## config.mk

```make
export PLATFORM = sky130hd
export DESIGN_NAME = phase_sequencer
export DESIGN_NICKNAME = d
export VERILOG_FILES = /design/src/rtl/phase_sequencer_pkg.sv /design/src/rtl/phase_sequencer_button_conditioner.sv /design/src/rtl/phase_sequencer.sv
export SDC_FILE = /design/constraint.sdc
export NUM_CORES = 1
export LEC_CHECK = 0
export BUFFER_PORTS_ARGS = -buffer_cell sky130_fd_sc_hd__buf_2
export CAP_MARGIN = 10
export CORE_UTILIZATION = 35
export CTS_CLUSTER_DIAMETER = 100
export CTS_CLUSTER_SIZE = 14
export DETAILED_ROUTE_END_ITERATION = 7
export PLACE_DENSITY = 0.63
export SYNTH_ARGS = -nofsm -noshare
export SYNTH_HDL_FRONTEND = slang
export SYNTH_SLANG_ARGS = --single-unit
export TNS_END_PERCENT = 5
```

## constraint.sdc

```tcl
create_clock -name clock -period 1.6 [get_ports clock]
set_clock_uncertainty 0.15 [all_clocks]
set_input_delay 0.08 -clock clock [delete_from_list [all_inputs] [get_ports clock]]
set_output_delay 0.08 -clock clock [all_outputs]
set_load 0.005 [all_outputs]
```

## src/rtl/phase_sequencer_pkg.sv

```systemverilog
// Shared types and constants for the phase sequencer.
package phase_sequencer_pkg;

    localparam int NUM_PHASES_DEF = 5;
    localparam int PHASE_W        = 3;

    typedef enum logic [1:0] {
        ST_IDLE,
        ST_RUN,
        ST_STEP,
        ST_HALTED
    } state_e;

endpackage

```

## src/rtl/phase_sequencer_button_conditioner.sv

```systemverilog
// Raw button -> 2-flop synchronizer -> debounce -> one-cycle press pulse.
// The debounced level only flips after the synchronized level has disagreed
// with it for DEBOUNCE_CYCLES consecutive cycles, in either direction, so a
// held button yields a single pulse and must be released to re-arm.
module button_conditioner #(
    parameter int DEBOUNCE_CYCLES = 4
) (
    input  logic clock,
    input  logic reset,
    input  logic btn_n,
    output logic press
);

    localparam int CW = (DEBOUNCE_CYCLES > 1) ? $clog2(DEBOUNCE_CYCLES) : 1;
    localparam logic [CW-1:0] CNT_MAX = CW'(DEBOUNCE_CYCLES - 1);

    logic          sync1_q, sync1_d;
    logic          sync2_q, sync2_d;
    logic          pressed_q, pressed_d;
    logic [CW-1:0] cnt_q, cnt_d;
    logic          pulse_q, pulse_d;
    logic          lvl_low;

    // Synchronize, then count consecutive cycles of disagreement with the
    // debounced level; fire the pulse on the release->pressed flip only.
    always_comb begin
        sync1_d   = btn_n;
        sync2_d   = sync1_q;
        pressed_d = pressed_q;
        cnt_d     = '0;
        pulse_d   = 1'b0;
        lvl_low   = ~sync2_q;
        if (lvl_low != pressed_q) begin
            if (cnt_q == CNT_MAX) begin
                pressed_d = lvl_low;
                pulse_d   = lvl_low;
            end else begin
                cnt_d = cnt_q + CW'(1);
            end
        end
    end

    // Reset loads the released state.
    always_ff @(posedge clock) begin
        if (!reset) begin
            sync1_q   <= 1'b1;
            sync2_q   <= 1'b1;
            pressed_q <= 1'b0;
            cnt_q     <= '0;
            pulse_q   <= 1'b0;
        end else begin
            sync1_q   <= sync1_d;
            sync2_q   <= sync2_d;
            pressed_q <= pressed_d;
            cnt_q     <= cnt_d;
            pulse_q   <= pulse_d;
        end
    end

    assign press = pulse_q;

endmodule

```

## src/rtl/phase_sequencer.sv

```systemverilog
// Instruction phase sequencer: run/stop and single-step buttons, halt input,
// registered phase outputs and a completed-instruction counter.
module phase_sequencer
    import phase_sequencer_pkg::*;
#(
    parameter int NUM_PHASES      = NUM_PHASES_DEF,
    parameter int DEBOUNCE_CYCLES = 4,
    parameter int CNT_W           = 16
) (
    input  logic               clock,
    input  logic               reset,
    input  logic               exec_n,
    input  logic               step_n,
    input  logic               halt,
    output logic [PHASE_W-1:0] phase,
    output logic               phase_valid,
    output logic               phase_last,
    output logic               running,
    output logic               halted,
    output logic [CNT_W-1:0]   instr_count
);

    localparam logic [PHASE_W-1:0] LAST_PH = PHASE_W'(NUM_PHASES - 1);

    logic exec_press, step_press;

    button_conditioner #(.DEBOUNCE_CYCLES(DEBOUNCE_CYCLES)) u_exec_btn (
        .clock (clock),
        .reset (reset),
        .btn_n (exec_n),
        .press (exec_press)
    );

    button_conditioner #(.DEBOUNCE_CYCLES(DEBOUNCE_CYCLES)) u_step_btn (
        .clock (clock),
        .reset (reset),
        .btn_n (step_n),
        .press (step_press)
    );

    state_e             state_q, state_d;
    logic [PHASE_W-1:0] phase_q, phase_d;
    logic               phase_valid_q, phase_valid_d;
    logic               phase_last_q, phase_last_d;
    logic               stop_pending_q, stop_pending_d;
    logic               halt_pending_q, halt_pending_d;
    logic [CNT_W-1:0]   instr_count_q, instr_count_d;
    logic               halt_seen;

    // Next state, phase stepping and pending flags. A halt in the last phase
    // still counts for that boundary, hence halt_seen rather than the flop.
    always_comb begin
        halt_seen      = halt_pending_q | (halt & phase_valid_q);
        state_d        = state_q;
        phase_d        = phase_q;
        phase_valid_d  = phase_valid_q;
        stop_pending_d = stop_pending_q;
        halt_pending_d = halt_seen;
        instr_count_d  = instr_count_q + CNT_W'(phase_last_q);

        if (phase_valid_q)
            phase_d = phase_last_q ? '0 : phase_q + PHASE_W'(1);

        unique case (state_q)
            ST_IDLE: begin
                if (exec_press || step_press) begin
                    state_d       = exec_press ? ST_RUN : ST_STEP;
                    phase_d       = '0;
                    phase_valid_d = 1'b1;
                end
            end
            ST_RUN: begin
                if (exec_press)
                    stop_pending_d = 1'b1;
                if (phase_last_q) begin
                    if (halt_seen) begin
                        state_d       = ST_HALTED;
                        phase_valid_d = 1'b0;
                    end else if (stop_pending_d) begin
                        state_d       = ST_IDLE;
                        phase_valid_d = 1'b0;
                    end
                    stop_pending_d = 1'b0;
                    halt_pending_d = 1'b0;
                end
            end
            ST_STEP: begin
                if (phase_last_q) begin
                    state_d        = halt_seen ? ST_HALTED : ST_IDLE;
                    phase_valid_d  = 1'b0;
                    stop_pending_d = 1'b0;
                    halt_pending_d = 1'b0;
                end
            end
            ST_HALTED: begin
                phase_d        = '0;
                phase_valid_d  = 1'b0;
                stop_pending_d = 1'b0;
                halt_pending_d = 1'b0;
            end
            default: begin
                state_d       = ST_IDLE;
                phase_d       = '0;
                phase_valid_d = 1'b0;
            end
        endcase

        phase_last_d = phase_valid_d && (phase_d == LAST_PH);
    end

    // State and output registers; reset abandons any in-flight instruction.
    always_ff @(posedge clock) begin
        if (!reset) begin
            state_q        <= ST_IDLE;
            phase_q        <= '0;
            phase_valid_q  <= 1'b0;
            phase_last_q   <= 1'b0;
            stop_pending_q <= 1'b0;
            halt_pending_q <= 1'b0;
            instr_count_q  <= '0;
        end else begin
            state_q        <= state_d;
            phase_q        <= phase_d;
            phase_valid_q  <= phase_valid_d;
            phase_last_q   <= phase_last_d;
            stop_pending_q <= stop_pending_d;
            halt_pending_q <= halt_pending_d;
            instr_count_q  <= instr_count_d;
        end
    end

    assign phase       = phase_q;
    assign phase_valid = phase_valid_q;
    assign phase_last  = phase_last_q;
    assign running     = (state_q == ST_RUN) || (state_q == ST_STEP);
    assign halted      = (state_q == ST_HALTED);
    assign instr_count = instr_count_q;

endmodule

```

==> flow_summary.ini <==
[clocking]
cts.root.buffer_cell = sky130_fd_sc_hd__clkbuf_8
cts_buffer_depth = 2
clock_tree.htree_level_count = 2
clk_latency_ps = 280
clkSinkCount = 37
cts_tree = yes
cts.reportedPaths.clkPinSlew_ps = 70
postCtsSetupBuffers = 0
tritoncts.num_buffers = 5

[timing]
timing_max_transition_violations_final = 0
slew-limit-headroom_pct = 76.9
final_period_minus_worst_setup_slack_ps = 1600
tightest_slew_ps = 347
finalHoldViolations = 0
grt_setup_unrepaired = true
fin_ws_ps = -0.932
finalSetupViolations = 1
setup_total_negative_slack_ps = -0.932
fmax_mhz = 625
finalCritPeriodShare_pct = 100

[floorplanning]
die_area_um2 = 5150
start_util_pct = 36.3
count_of_standard_cell_rows = 25
die_h_um = 71.8
count_of_pins_on_the_block_boundary = 28
die_width_um = 71.8
design.core.area_um2 = 4690

[layout]
layout-drive-gt1-share_pct = 33.0
antenna_cells = 0
nets = 235
areaGrowthSynthToFinish_pct = 31.3
postLayoutCoreUtil_pct = 47.7

[setup_path]
crit_path_end_kind = flip-flop
worst-endpoint-arrival_ps = 1620
largest_delay_share_family_worst_path = compound AO/OA/AOI/OAI gates
max_stage_delay_ps = 360
worstSetupStartpointType = flip-flop
crit_chain = inv_4 > ha_4 > nor2_4 > a311oi_4 > a21oi_1 > a41o_1
setup.worst_path.class = flip-flop to flip-flop
critPathRequiredTime_ps = 1620
crit_fanout = 3
timing.critical_path.slowest_stage_cell = sky130_fd_sc_hd__dfxtp_2
path_buf_inv = 1

[grt]
grt_util_all_layers_pct = 12.8
grt.overflow.total = 0
grt_pass1_wl_um = 5130
vias_in_the_first_global_route = 1169
grt_start_max_net_pins = 33
grt_antenna_before_repair = 0

[yosys]
yosysWarningCount = 0
syn_inst = 172
synth.ff_latch_count = 37
synth_seq_area_share_pct = 43.5
netlist-cell-type-count = 42
synth_fp_nets = 187
syn_avg_cell_area_um2 = 9.90
post_synth_instance_area_um2 = 1700

[flow_run]
drv_cap = 0

[place]
numPortBuffers = 27
gp_routability_congestion = 0.728
place_hpwl_um = 2220

[pwr]
comb_power_share_pct = 3.0
vdd_drop_max_mv = 0.408
power-per-cell-area_nw_per_um2 = 710
p_leak_uw = 0.000998
power_switching_share_pct = 21.2
clock_power_share_pct = 38.6
total_switching_power_uw = 336
share_seq_of_total_power_pct = 58.4
internal_power_uw = 1250

[outcome]
failed_checks = negative setup slack
outcome = finished with violations

[routing]
post_drt_wl_per_cell_um = 11.4
first_iter_violations = 31
drt-total-wl_um = 3140
first_pass_iters = 2
route.antenna.remaining_nets = 0
drcViolationCount = 0
route.vias.total = 1305
route.detailed.vias_per_inst = 4.75

[worst_hold_path]
min-delay-path-class = flip-flop to flip-flop
layer usage:
metal,share of wire (%),track usage [%],wire [um],up-vias
met2,46,19.9,1440,20
met4,0.92,5.23,29,0
met5,0,0,0,-
met1,51,16.3,1600,586
li1,-,-,-,697
met3,2.4,4.22,74,2
timing repair:
action,4_1_cts,5_1_grt
pin swaps,2,11
resized for setup,6,8
hold endpoints to repair,6,0
hold buffers,4,0
setup endpoints to repair,6,8
kinds of logic after synthesis:
kind of cell               after synthesis  synth area share [%]
buffers and inverters                    9                  1.98
muxes                                    4                  2.35
AOI/OAI and AO/OA                       23                  10.1
xor gates and xnor gates                12                  6.17
DFF                                     37                  43.5
adders and majority gates               10                  7.35
and+or+nand+nor                         77                  28.6
area by class of cell:
cell class / instances / area (um2)
multi-input combinational: 126 / 1020
tap: 54 / 67.6
inverter: 5 / 23.8
clock buffer: 6 / 72.6
timing repair buffer: 45 / 293
sequential: 37 / 748
clock inverter: 2 / 10.0
fill: 451 / 2460
synthesized netlist by cell type (all sizes together):
master   n  area (um2)
and4b    2        20.0
a31oi    2        12.5
a21oi    6        37.5
nor3     4        20.0
o21ai    4        20.0
o22ai    1        6.26
nor4     1        21.3
nand4    4        31.3
o21a     1        7.51
dfxtp   37         741
o21bai   1        7.51
a41o     2        20.0
nand3    5        30.0
or3      1        6.26
mux2i    4        40.0
nand2   16        60.1
a22oi    1        7.51
clkbuf   4        15.0
nor2     6        22.5
o21ba    1        10.0
nand2b   9        56.3
ha      10         125
a311oi   1        15.0
nor2b    3        18.8
and4     3        27.5
nor3b    4        35.0
a21boi   1        7.51
o211a    2        20.0
xnor2   10        87.6
and2    14        87.6
nor4bb   2        20.0
and3     1        6.26
xor2     2        17.5
inv      5        18.8
nor4b    2        23.8
power by group through the flow:
stage	registers [uW]	clock network [uW]	logic, uW
2_1_floorplan	949	0	23.5
3_5_place_dp	949	0	39.6
3_3_place_gp	949	0	39.3
4_1_cts	928	641	47.1
5_1_grt	928	677	51.9
6_report	928	612	47.4
cell usage in the layout (no fill, tap or decap), drive strengths merged, types with 5 or more instances in the layout:
| cell type | count |
|---|---|
| a21oi | 6 |
| and2 | 14 |
| buf | 41 |
| clkbuf | 6 |
| dfxtp | 37 |
| ha | 10 |
| inv | 5 |
| nand2 | 16 |
| nand2b | 9 |
| nand3 | 5 |
| nor2 | 6 |
| xnor2 | 10 |
sequential cells by signal (all words and copies together), names as in the netlist, 2 cells and up:
| name | cells |
|---|---|
| u_exec_btn.cnt_q | 2 |
| phase | 3 |
| u_step_btn.cnt_q | 2 |
| state_q | 2 |
| instr_count | 16 |
worst reg2reg max path: cells and delay by family, from the launching register on:
kind | cells | cell delay (ps)
AND/OR/NAND/NOR | 1 | 40
flip-flops | 1 | 360
buffers and inverters | 1 | 60
adder cells (fa/ha/maj) | 1 | 280
AO/OA/AOI/OAI | 3 | 610
worst paths after layout:
kind,from,endpoint,slack (ps),cells past startpoint
min,u_exec_btn.sync1_q$_SDFF_PN1_,u_exec_btn.sync2_q$_SDFF_PN1_,260,1
max,state_q[0]$_SDFFE_PN0P_,state_q[1]$_SDFFE_PN0P_,-0.9,6
max reg2reg,state_q[0]$_SDFFE_PN0P_,state_q[1]$_SDFFE_PN0P_,-0.9,6
min reg2reg,u_exec_btn.sync1_q$_SDFF_PN1_,u_exec_btn.sync2_q$_SDFF_PN1_,260,1
through the flow:
stage	cell area [um2]	hold slack [ps]	total power, uW	setup slack [ps]	instances
after floorplan	1740	31.5	972	-14.7	172
after global placement	2040	113	988	-11.9	263
after detailed placement	2040	113	989	-27.9	263
after CTS	2200	258	1620	-18.7	275
after global routing	2240	286	1660	-71.0	275
final	2240	257	1590	-0.932	275
(Power assumes the default switching activity.)
